$ cat src/rtl/csr_file.sv
// Machine-mode CSR file: Zicsr accesses, trap entry/mret state, optional cycle/instret counters.
// Counters are built only when CSR_COUNTERS_EN is defined.
module csr_file #(
    parameter int unsigned     XLEN        = 32,
    parameter logic [XLEN-1:0] MTVEC_RESET = '0,
    parameter int unsigned     HART_ID     = 0,
    parameter logic [XLEN-1:0] MISA_VAL    = XLEN'(32'h40000100)
) (
    input  logic            i_clk,
    input  logic            i_rst,
    input  logic            i_rd,
    input  logic            i_wr,
    input  logic            i_set,
    input  logic            i_clr,
    input  logic [11:0]     i_adr,
    input  logic [XLEN-1:0] i_wr_data,
    output logic [XLEN-1:0] o_rd_data,
    output logic            o_illegal,
    input  logic            i_retire,
    input  logic            i_trap,
    input  logic [XLEN-1:0] i_trap_pc,
    input  logic [XLEN-1:0] i_trap_cause,
    input  logic [XLEN-1:0] i_trap_val,
    input  logic            i_mret,
    output logic [XLEN-1:0] o_mtvec,
    output logic [XLEN-1:0] o_mepc,
    output logic            o_mie
);

    logic            mie_q, mie_d;
    logic            mpie_q, mpie_d;
    logic [XLEN-1:0] mtvec_q, mtvec_d;
    logic [XLEN-1:0] mscratch_q, mscratch_d;
    logic [XLEN-1:0] mepc_q, mepc_d;
    logic [XLEN-1:0] mcause_q, mcause_d;
    logic [XLEN-1:0] mtval_q, mtval_d;

    logic            impl;
    logic            wop;
    logic            ro_viol;
    logic            we;
    logic [XLEN-1:0] rd_val;
    logic [XLEN-1:0] wdata;

`ifdef CSR_COUNTERS_EN
    logic [63:0] mcycle_q, mcycle_d;
    logic [63:0] minstret_q, minstret_d;
`else
    logic unused_retire;
    assign unused_retire = i_retire;
`endif

    always_comb begin
        impl   = 1'b1;
        rd_val = '0;
        case (i_adr)
            12'h300: begin
                rd_val[12:11] = 2'b11;
                rd_val[7]     = mpie_q;
                rd_val[3]     = mie_q;
            end
            12'h301: rd_val = MISA_VAL;
            12'hF14: rd_val = XLEN'(HART_ID);
            12'h305: rd_val = mtvec_q;
            12'h340: rd_val = mscratch_q;
            12'h341: rd_val = mepc_q;
            12'h342: rd_val = mcause_q;
            12'h343: rd_val = mtval_q;
`ifdef CSR_COUNTERS_EN
            12'hB00: rd_val = XLEN'(mcycle_q[31:0]);
            12'hB80: rd_val = XLEN'(mcycle_q[63:32]);
            12'hB02: rd_val = XLEN'(minstret_q[31:0]);
            12'hB82: rd_val = XLEN'(minstret_q[63:32]);
`else
            12'hB00, 12'hB80,
            12'hB02, 12'hB82: rd_val = '0;
`endif
            default: impl = 1'b0;
        endcase
    end

    assign wop       = i_wr | i_set | i_clr;
    assign ro_viol   = (i_adr[11:10] == 2'b11) &
                       (i_wr | ((i_set | i_clr) & (|i_wr_data)));
    assign o_illegal = (i_rd | wop) & (~impl | ro_viol);
    assign o_rd_data = rd_val;
    assign we        = wop & ~o_illegal;

    always_comb begin
        if (i_wr)
            wdata = i_wr_data;
        else if (i_set)
            wdata = rd_val | i_wr_data;
        else
            wdata = rd_val & ~i_wr_data;
    end

    // Apply in rising priority: CSR write, then mret, then trap overrides.
    always_comb begin
        mie_d      = mie_q;
        mpie_d     = mpie_q;
        mtvec_d    = mtvec_q;
        mscratch_d = mscratch_q;
        mepc_d     = mepc_q;
        mcause_d   = mcause_q;
        mtval_d    = mtval_q;
        if (we) begin
            case (i_adr)
                12'h300: begin
                    mie_d  = wdata[3];
                    mpie_d = wdata[7];
                end
                12'h305: mtvec_d = {wdata[XLEN-1:2],
                                    wdata[1] ? mtvec_q[1:0] : wdata[1:0]};
                12'h340: mscratch_d = wdata;
                12'h341: mepc_d     = {wdata[XLEN-1:2], 2'b00};
                12'h342: mcause_d   = wdata;
                12'h343: mtval_d    = wdata;
                default: ;
            endcase
        end
        if (i_mret) begin
            mie_d  = mpie_q;
            mpie_d = 1'b1;
        end
        if (i_trap) begin
            mepc_d   = {i_trap_pc[XLEN-1:2], 2'b00};
            mcause_d = i_trap_cause;
            mtval_d  = i_trap_val;
            mpie_d   = mie_q;
            mie_d    = 1'b0;
        end
    end

    always_ff @(posedge i_clk) begin
        if (i_rst) begin
            mie_q      <= 1'b0;
            mpie_q     <= 1'b0;
            mtvec_q    <= MTVEC_RESET;
            mscratch_q <= '0;
            mepc_q     <= '0;
            mcause_q   <= '0;
            mtval_q    <= '0;
        end else begin
            mie_q      <= mie_d;
            mpie_q     <= mpie_d;
            mtvec_q    <= mtvec_d;
            mscratch_q <= mscratch_d;
            mepc_q     <= mepc_d;
            mcause_q   <= mcause_d;
            mtval_q    <= mtval_d;
        end
    end

`ifdef CSR_COUNTERS_EN
    // A write to either half replaces the increment, with no carry between halves.
    always_comb begin
        mcycle_d   = mcycle_q + 64'd1;
        minstret_d = minstret_q + {63'd0, i_retire};
        if (we) begin
            case (i_adr)
                12'hB00: mcycle_d   = {mcycle_q[63:32], wdata[31:0]};
                12'hB80: mcycle_d   = {wdata[31:0], mcycle_q[31:0]};
                12'hB02: minstret_d = {minstret_q[63:32], wdata[31:0]};
                12'hB82: minstret_d = {wdata[31:0], minstret_q[31:0]};
                default: ;
            endcase
        end
    end

    always_ff @(posedge i_clk) begin
        if (i_rst) begin
            mcycle_q   <= '0;
            minstret_q <= '0;
        end else begin
            mcycle_q   <= mcycle_d;
            minstret_q <= minstret_d;
        end
    end
`endif

    assign o_mtvec = i_rst ? MTVEC_RESET : mtvec_q;
    assign o_mepc  = i_rst ? '0 : mepc_q;
    assign o_mie   = ~i_rst & mie_q;

endmodule

$ cat config.mk
export PLATFORM = sky130hd
export DESIGN_NAME = csr_file
export DESIGN_NICKNAME = d
export VERILOG_FILES = /design/src/rtl/csr_file.sv
export SDC_FILE = /design/constraint.sdc
export NUM_CORES = 1
export LEC_CHECK = 0
export ABC_AREA = 0
export CAP_MARGIN = 20
export CORE_ASPECT_RATIO = 0.7
export CORE_UTILIZATION = 50
export CTS_CLUSTER_DIAMETER = 50
export DETAILED_ROUTE_END_ITERATION = 6
export GPL_TIMING_DRIVEN = 1
export PLACE_DENSITY = 0.78
export SLEW_MARGIN = 15
export SYNTH_ARGS = -nofsm -noshare
export SYNTH_HDL_FRONTEND = slang
export SYNTH_SLANG_ARGS = --single-unit
export TNS_END_PERCENT = 30
$ cat constraint.sdc
create_clock -name i_clk -period 3.4 [get_ports i_clk]
set_input_delay 0.51 -clock i_clk [delete_from_list [all_inputs] [get_ports i_clk]]
set_output_delay 0.51 -clock i_clk [all_outputs]
set_load 0.1 [all_outputs]
# Yosys cells after proc, flatten, opt, wreduce, memory -nomap -nowiden
# Cells that the tools add are included.
[word_totals]
romBits = 0
wordCells = 86
latchBits = 0
input_bits = 149
output_inout_bits = 98
ramBits = 0
n_memories = 0
ff_bits = 159
[op_classes]
eq_ne = 13
n_bitwise = 18
n_lt_le_gt_ge = 0
div_mod_pow = 0
n_reduce_logical = 19
n_mux = 28
multipliers = 0
n_shift = 0
addsub = 0
[ops]
columns = ["operator", "count"]
rows = [
  ["32-bit 2-to-1 mux", 13],
  ["19-bit one-hot mux with 6 select lines", 1],
  ["12-bit by 10-bit equality test with 1-bit output (second input constant)", 7],
  ["12-bit equality test (second input constant)", 5],
  ["32-bit AND", 1],
  ["32-bit NOT", 1],
  ["32-bit bitwise OR", 1],
  ["32-bit OR reduction", 1],
  ["3-bit one-hot mux with 5 select lines", 2],
  ["3-bit one-hot mux with 6 select lines", 1],
  ["2-bit AND reduction", 7],
  ["1-bit one-hot mux with 6 select lines", 2],
  ["2-bit one-hot mux with 6 select lines", 1],
  ["2-bit nonzero test", 6],
  ["12-bit OR reduction", 1],
  ["1-bit 2-to-1 mux", 8],
  ["1-bit bitwise OR", 6],
  ["3-bit nonzero test", 2],
  ["1-bit AND", 5],
  ["1-bit NOT", 4],
  ["3-bit AND reduction", 1],
  ["2-bit equality test (second input constant)", 1],
  ["2-bit OR reduction", 1],
]

# Logic depth before layout (Yosys ltp)
# Gate-level depths: netlist of run 1.
[logic_depth]
depth_word = 11
depth_mapped = 10
ltp_nobuf = 5

# Least setup slack after synthesis of run 1
# OpenSTA, ideal clock, no wires.
[synth_path]
kind = "input -> register"
from = "input port i_adr[7]"
to = "register mcause_q[30]"
path_buffers = 2
required_time_ns = 3.309
arrival_time_ns = 4.565
slack_ns = -1.256
setup_ns = 0.091
cell_stages = 7
path_cell_list = "buf_2 or4_1 or2_1 buf_6 o311ai_1 nand3_1 a311oi_1"
[synth_via]
word_cells_on_any_way = 30
classes_between = "12 x eq/ne; 7 x mux; 7 x bitwise; 4 x reduce/logical"
[synth_rtl]
columns = ["item", "line", "text"]
rows = [
  ["start: declaration", "15", "input logic [11:0] i_adr,"],
  ["12-bit by 10-bit equality test with 1-bit output", "56", "case (i_adr)"],
  ["19-bit one-hot mux with 6 select lines *", "56", ""],
  ["named net o_rd_data[30]", "17", "output logic [XLEN-1:0] o_rd_data,"],
  ["32-bit AND or 32-bit bitwise OR (tied branches)", "95, 93", ""],
  ["32-bit 2-to-1 mux *", "92", "else if (i_set)"],
  ["32-bit 2-to-1 mux *", "90", "if (i_wr)"],
  ["32-bit 2-to-1 mux *", "108", "case (i_adr)"],
  ["32-bit 2-to-1 mux *", "107", "if (we) begin"],
  ["32-bit 2-to-1 mux *", "126", "if (i_trap) begin"],
  ["end signal: assignment", "150", "mcause_q <= mcause_d;"],
  ["end: declaration", "35", "logic [XLEN-1:0] mcause_q, mcause_d;"],
]
# The timed path passes the listed nets; every way through them passes the cells marked *. The select of a mux whose other input is x is not followed.
# A chain may end at the register's enable or synchronous reset.

# Worst setup path in the final report of run 1
[layout_path]
from = "input port i_adr[10]"
to = "output port o_rd_data[0]"
[layout_via]
elab_chain_len = 2
word_cells_on_any_way = 6
classes_between = "5 x eq/ne; 1 x mux"
[layout_rtl]
columns = ["item", "line"]
rows = [
  ["12-bit by 10-bit equality test with 1-bit output", "56"],
  ["3-bit one-hot mux with 5 select lines *", "56"],
  ["end: declaration", "17"],
]
# Mark *: on every way between the ends. The rest lies on a longest branch, timed or not.

==> results of run 1 <==
==> kinds of logic (layout without fill, tap and decap cells) <==
logic type,count (synthesis),count (layout)
DFF,159,159
and+or+nand+nor,472,472
buffers and inverters,145,366
muxes,38,38
other,1,3
AOI/OAI and AO/OA,368,368
==> routing by layer <==
| layer | GRT usage (%) | vias up | part of all wire (%) |
|---|---|---|---|
| met4 | 11.1 | 2 | 1.9 |
| met2 | 50.9 | 981 | 38 |
| met1 | 59.3 | 5272 | 42 |
| met5 | 0 | - | 0.030 |
| met3 | 17.4 | 69 | 18 |
| li1 | - | 4879 | - |
==> Yosys cell counts (19+ instances only) <==
cell type | n | area share, %
a21oi_1 | 33 | 1.7
a22o_1 | 43 | 3.9
a311oi_1 | 34 | 3.1
a41oi_1 | 20 | 1.8
clkbuf_1 | 102 | 4.0
dfxtp_1 | 159 | 33
mux4_2 | 24 | 5.6
nand2_1 | 84 | 3.3
nand3_1 | 39 | 2.0
nand3b_1 | 48 | 3.7
nand4_1 | 20 | 1.3
nor2_1 | 98 | 3.8
nor2b_1 | 65 | 4.2
nor3_1 | 25 | 1.3
nor3b_1 | 19 | 1.5
o21a_1 | 20 | 1.6
o21ai_0 | 142 | 7.4
or4_1 | 23 | 1.8
==> sequential cells by signal, indices dropped and copies added, names as in the netlist <==
register / cells
mepc_q: 30
mcause_q: 32
mtval_q: 32
mtvec_q: 31
mie_q: 1
mscratch_q: 32
mpie_q: 1
==> where the power goes <==
group	internal [mW]	leakage (nW)	total, mW	switching, mW
combinational	0.372	3.28	0.952	0.580
clock	1.12	0.288	1.97	0.853
sequential	1.93	1.30	1.98	0.0459
total	3.42	4.87	4.90	1.48
==> how the worst min path moves through the flow <==
| stage | start | to | slack (ns) | depth (start not counted) |
|---|---|---|---|---|
| after global routing | mscratch_q[5] | mscratch_q[5] | 0.48 | 1 |
| final | mscratch_q[5] | mscratch_q[5] | 0.47 | 1 |
| after CTS | mscratch_q[5] | mscratch_q[5] | 0.47 | 1 |
| after floorplan | mscratch_q[11] | mscratch_q[11] | 0.43 | 1 |
| after global placement | mscratch_q[27] | mscratch_q[27] | 0.44 | 1 |
| after detailed placement | mscratch_q[11] | mscratch_q[11] | 0.45 | 1 |
==> critical path: cells and delay by family <==
kind	cells	cell delay (ns)
buffers and inverters	3	0.97
AND/OR/NAND/NOR	4	1.27
==> area by class of cell <==
type                            count  area share [%]
Timing Repair Buffer              318            24.6
Clock buffer                       19            3.31
Sequential cell                   159            23.8
Multi-Input combinational cell    881            44.5
Clock inverter                     13            1.13
Tap cell                          242            2.26
Inverter                           16           0.449
==> per-stage QoR <==
| stage | setup WS [ns] | power (mW) |
|---|---|---|
| finish | 0.130 | 4.90 |
| global route | 0.136 | 5.01 |
| CTS | 0.229 | 4.86 |
| detailed placement | 0.225 | 2.93 |
| global placement | 0.207 | 2.92 |
| floorplan | -0.818 | 2.51 |
==> results.sh, run 1 <==
export IMPL_status="finished, final reports clean"
export IMPL_clkLatencyLatePin_ns=0.44
export IMPL_max_cap_violations=0
export IMPL_ioPinCount=247
export IMPL_irDropWorstVdd_mv=0.314
export IMPL_avgRoutedWirePerCell_um=24.4
export IMPL_cts_root_buf="clkbuf_16"
export IMPL_finalNetCount=1542
export IMPL_min_period_ns=3.27
export IMPL_syn2layout_area_growth_pct=38.8
export IMPL_synth_area_mm2=0.00964
export IMPL_min_path_type="reg -> reg"
export IMPL_multiInputGateArea_mm2=0.00595
export IMPL_ys_seq_area_share_pct=33.0
export IMPL_antenna_found_initial=1
export IMPL_num_rows=42
export IMPL_grt_pass1_vias=10100
export IMPL_ctsResizeCount=0
export IMPL_antenna_cells=0
export IMPL_p_leak_nw=4.87
export IMPL_ff2ff_path_depth=5
export IMPL_synth_adder_area_share_pct=0
export IMPL_initial_core_util_pct=51.0
export IMPL_hold_violations=0
export IMPL_grt_total_usage_pct=39.9
export IMPL_tightest_slew_ns=1.11
export IMPL_cp_startpoint="i_adr[10]"
export IMPL_worstPathCellList="clkdlybuf4s50_1, nand4bb_1, buf_12, nor2_1, nand4b_1, nand3_1, buf_12"
export IMPL_coreArea_mm2=0.0189
export IMPL_drc=0
export IMPL_mostFrequentLayoutCells="dfxtp_1, o21ai_0, clkdlybuf4s50_1"
export IMPL_place_inst=1615
export IMPL_hold_buffers=0
export IMPL_synthMuxAreaShare_pct=7.20
export IMPL_worstPathRequired_ns=2.89
export IMPL_place_congestion=1.01
export IMPL_synth_avg_cell_area_um2=8.15
export IMPL_place_area_mm2=0.0128
export IMPL_cp_end_kind="primary output"
export IMPL_async_flop_share_pct=0
export IMPL_cts_made_buffers=17
export IMPL_critPathKind="in -> out"
export IMPL_worst_hold_slack_ns=0.474
export IMPL_ff_latch_area_mm2=0.00318
export IMPL_synth_seq_cells=159
export IMPL_synth_edf_count=0
export IMPL_dp_hpwl_mm=29.2
export IMPL_dieArea_mm2=0.0199
export IMPL_reg2reg_slack_ns=1.12
export IMPL_grt_ovfl_total=0
export IMPL_place_port_buffers=240
export IMPL_cp_endpoint="o_rd_data[0]"
export IMPL_grt_start_max_net_pins=83
export IMPL_design_area_mm2=0.0134
export IMPL_setup_viol=0
export IMPL_finalCritPeriodShare_pct=96.2
export IMPL_via_count=11200
export IMPL_crit_fanout=33
export IMPL_die_h_um=118
export IMPL_avgViaCountPerCell=6.80
export IMPL_max_stage_delay_ns=0.54
export IMPL_fillers=1476
export IMPL_layout_commonest_cell="dfxtp_1"
export IMPL_arrival_ns=2.76
export IMPL_grt_first_pass_wirelength_mm=59.9
export IMPL_rsz0062_at_grt="no"
export IMPL_maxSlewHeadroom_pct=26.1
export IMPL_synth_top_family_by_area="simple AND/OR/NAND/NOR gates"
export IMPL_instances_no_fill=1648
export IMPL_clk_path_buf_depth=2
export IMPL_synth_compound_area_share_pct=26.1
export IMPL_synth_top_flop_cell="dfxtp_1"
export IMPL_cpMostUsedCell="buf_12"
export IMPL_worst_r2r_endpoint="mepc_q[26]"
export IMPL_drtIter0Drc=1604
export IMPL_cts_tree="built"
export IMPL_worst_setup_path_start_kind="input pin"
export IMPL_max_freq_mhz=306
export IMPL_cts_sinks=159
export IMPL_drt_pass1_iter_count=6
export IMPL_final_util_pct=70.7
export IMPL_yosys_area_share_simple_pct=27.3
export IMPL_critPathSlowestCell="clkdlybuf4s50_1"
export IMPL_fin_skew_ns=0.00940
export IMPL_yosysWarnings=0
export IMPL_powerDensity_mw_per_mm2=366
export IMPL_post_cts_setup_buffers=0
export IMPL_slew_violations=0
export IMPL_reg2reg_from="mepc_q[26]"
export IMPL_ant_nets=0
export IMPL_synth_xor_area_share_pct=0
export IMPL_totalNegativeSetupSlack_ns=0
export IMPL_wl_mm=40.2
export IMPL_clk_pin_slew_ns=0.07
export IMPL_die_w_um=168
export IMPL_drive_gt1_share_pct=18.6
export IMPL_synth_cell_types=66
export IMPL_postSynthCellCount=1183
export IMPL_cts_max_level=4
(Power assumes the default switching activity.)
==> run 2: changes to the inputs <==
--- a/config.mk
+++ b/config.mk
@@ -7,11 +7,13 @@
 export LEC_CHECK = 0
 export ABC_AREA = 0
 export CAP_MARGIN = 20
+export CELL_PAD_IN_SITES_DETAIL_PLACEMENT = 1
+export CELL_PAD_IN_SITES_GLOBAL_PLACEMENT = 1
 export CORE_ASPECT_RATIO = 0.7
-export CORE_UTILIZATION = 50
+export CORE_UTILIZATION = 36
 export CTS_CLUSTER_DIAMETER = 50
 export DETAILED_ROUTE_END_ITERATION = 6
-export GPL_TIMING_DRIVEN = 1
+export GPL_TIMING_DRIVEN = 0
 export PLACE_DENSITY = 0.78
 export SLEW_MARGIN = 15
 export SYNTH_ARGS = -nofsm -noshare
==> results.sh, run 2 (synthesis results as in run 1) <==
export IMPL_min_from="mscratch_q[5]"
export IMPL_clk_pin_slew_ns=0.08
export IMPL_place_area_mm2=0.0125
export IMPL_violations="negative setup slack"
export IMPL_ant_nets=0
export IMPL_irDropWorstVdd_mv=0.346
export IMPL_layout_commonest_cell="dfxtp_1"
export IMPL_num_rows=49
export IMPL_via_count=11700
export IMPL_status="complete, but fails checks"
export IMPL_reg_largest_list="mcause_q x32, mscratch_q x32, mtval_q x32"
export IMPL_cts_made_buffers=17
export IMPL_slew_violations=0
export IMPL_die_h_um=139
export IMPL_cts_sinks=159
export IMPL_cp_endpoint="o_mepc[30]"
export IMPL_fin_skew_ns=0.0149
export IMPL_avgRoutedWirePerCell_um=28.6
export IMPL_max_freq_mhz=291
export IMPL_worst_r2r_endpoint="mepc_q[4]"
export IMPL_reg2reg_from="mepc_q[4]"
export IMPL_ioPinCount=247
export IMPL_worstPathRequired_ns=2.89
export IMPL_initial_core_util_pct=37.1
export IMPL_finalCritPeriodShare_pct=101
export IMPL_place_congestion=0.988
export IMPL_drive_gt1_share_pct=15.0
export IMPL_crit_fanout=10
export IMPL_place_port_buffers=231
export IMPL_rsz0062_at_grt="yes"
export IMPL_setup_viol=2
export IMPL_min_period_ns=3.44
export IMPL_clkLatencyLatePin_ns=0.45
export IMPL_critPathKind="in -> out"
export IMPL_coreArea_mm2=0.0260
export IMPL_setup_slack_ns=-0.0399
export IMPL_dp_hpwl_mm=39.8
export IMPL_syn2layout_area_growth_pct=36.2
export IMPL_design_area_mm2=0.0131
export IMPL_cts_max_level=4
export IMPL_mostFrequentLayoutCells="dfxtp_1, o21ai_0, clkdlybuf4s50_1"
export IMPL_grt_total_usage_pct=37.5
export IMPL_drtIter0Drc=1452
export IMPL_wl_mm=51.8
export IMPL_cts_tree="built"
export IMPL_p_leak_nw=4.72
export IMPL_cts_root_buf="clkbuf_16"
export IMPL_grt_first_pass_wirelength_mm=75.8
export IMPL_worst_hold_slack_ns=0.475
export IMPL_antenna_cells=0
export IMPL_avgViaCountPerCell=6.43
export IMPL_arrival_ns=2.93
export IMPL_dp_slack_ns=-1.61
export IMPL_hold_violations=0
export IMPL_powerDensity_mw_per_mm2=380
export IMPL_clk_path_buf_depth=2
export IMPL_tightest_slew_ns=1.22
export IMPL_cp_end_kind="primary output"
export IMPL_drt_pass1_iter_count=7
export IMPL_die_w_um=198
export IMPL_min_path_type="reg -> reg"
export IMPL_maxSlewHeadroom_pct=17.7
export IMPL_ff2ff_path_depth=5
export IMPL_grt_pass1_vias=11400
export IMPL_dieArea_mm2=0.0275
export IMPL_cp_startpoint="i_rst"
export IMPL_reg2reg_slack_ns=1.03
export IMPL_grt_start_max_net_pins=19
export IMPL_grt_ovfl_total=0
export IMPL_worst_setup_path_start_kind="input pin"
export IMPL_max_cap_violations=0
export IMPL_fillers=3167
export IMPL_drc=0
export IMPL_antenna_found_initial=0
export IMPL_finalNetCount=1594
[run 2: cell types whose count changed in the layout (fill, tap and decap cells not counted), sizes merged]
cell           previous run  this run
clkinv                    4         6
inv                      21        24
clkbuf                   20       145
bufinv                    2         0
buf                     177        65
dlygate4sd2               0        21
clkinvlp                  2         0
clkdlybuf4s15             0        21
clkdlybuf4s50           140       136
[run 2: metrics by stage]
| stage | util (%) | setup TNS (ns) | total power, mW | std cells |
|---|---|---|---|---|
| finish | 50.5 | -0.0490 | 4.99 | 1815 |
| global route | 50.5 | -0.216 | 5.09 | 1815 |
| CTS | 50.3 | -0.864 | 4.94 | 1808 |
| detailed placement | 47.9 | -159.88 | 2.97 | 1773 |
| global placement | 47.9 | -155.43 | 2.95 | 1773 |
| floorplan | - | -16.42 | 2.51 | 1185 |
[run 2: power breakdown]
part / internal [mW] / switching (mW)
registers: 1.93 / 0.0497
logic: 0.348 / 0.643
clock network: 1.01 / 1.00
total: 3.29 / 1.70
[run 2: area by class of cell]
class	instances	area, µm²	area share [%]
plain buffers	128	604	4.60
clock buffers	18	439	3.34
clock inverters	14	163	1.24
inverters	16	60.1	0.457
multi-input cells	881	5980	45.6
flip-flops and latches	159	3180	24.2
well taps	357	447	3.40
repair buffers	242	2260	17.2
[run 2: worst min-delay path by stage]
stage,endpoint,slack (ns),depth (start not counted)
4_1_cts,mscratch_q[29],0.47,1
6_report,mscratch_q[5],0.47,1
3_3_place_gp,mscratch_q[5],0.44,1
2_1_floorplan,mscratch_q[11],0.43,1
5_1_grt,mscratch_q[18],0.50,1
3_5_place_dp,mscratch_q[29],0.45,1
[run 2: routing by layer]
metal  global-route usage (%)  routed length, µm  vias to the layer above
met4                     8.85               1050                        0
met3                     10.6               7150                       93
met5                        0                  0                        -
met1                     56.0              23000                     5737
li1                         -                  -                     4998
met2                     52.2              20600                      850
[run 2: critical path: stages]
cell and delay [ns]:
clkdlybuf4s50_1 0.70, buf_2 0.38, clkbuf_1 0.60, nor2b_1 0.11, dlygate4sd2_1 0.62
[run 2: repair_timing]
item / CTS / global route
pin swaps: 2 / 3
gates resized for setup: 358 / 84
setup endpoints to repair: 186 / 122
hold buffers: 0 / 0
setup buffers: 4 / 3
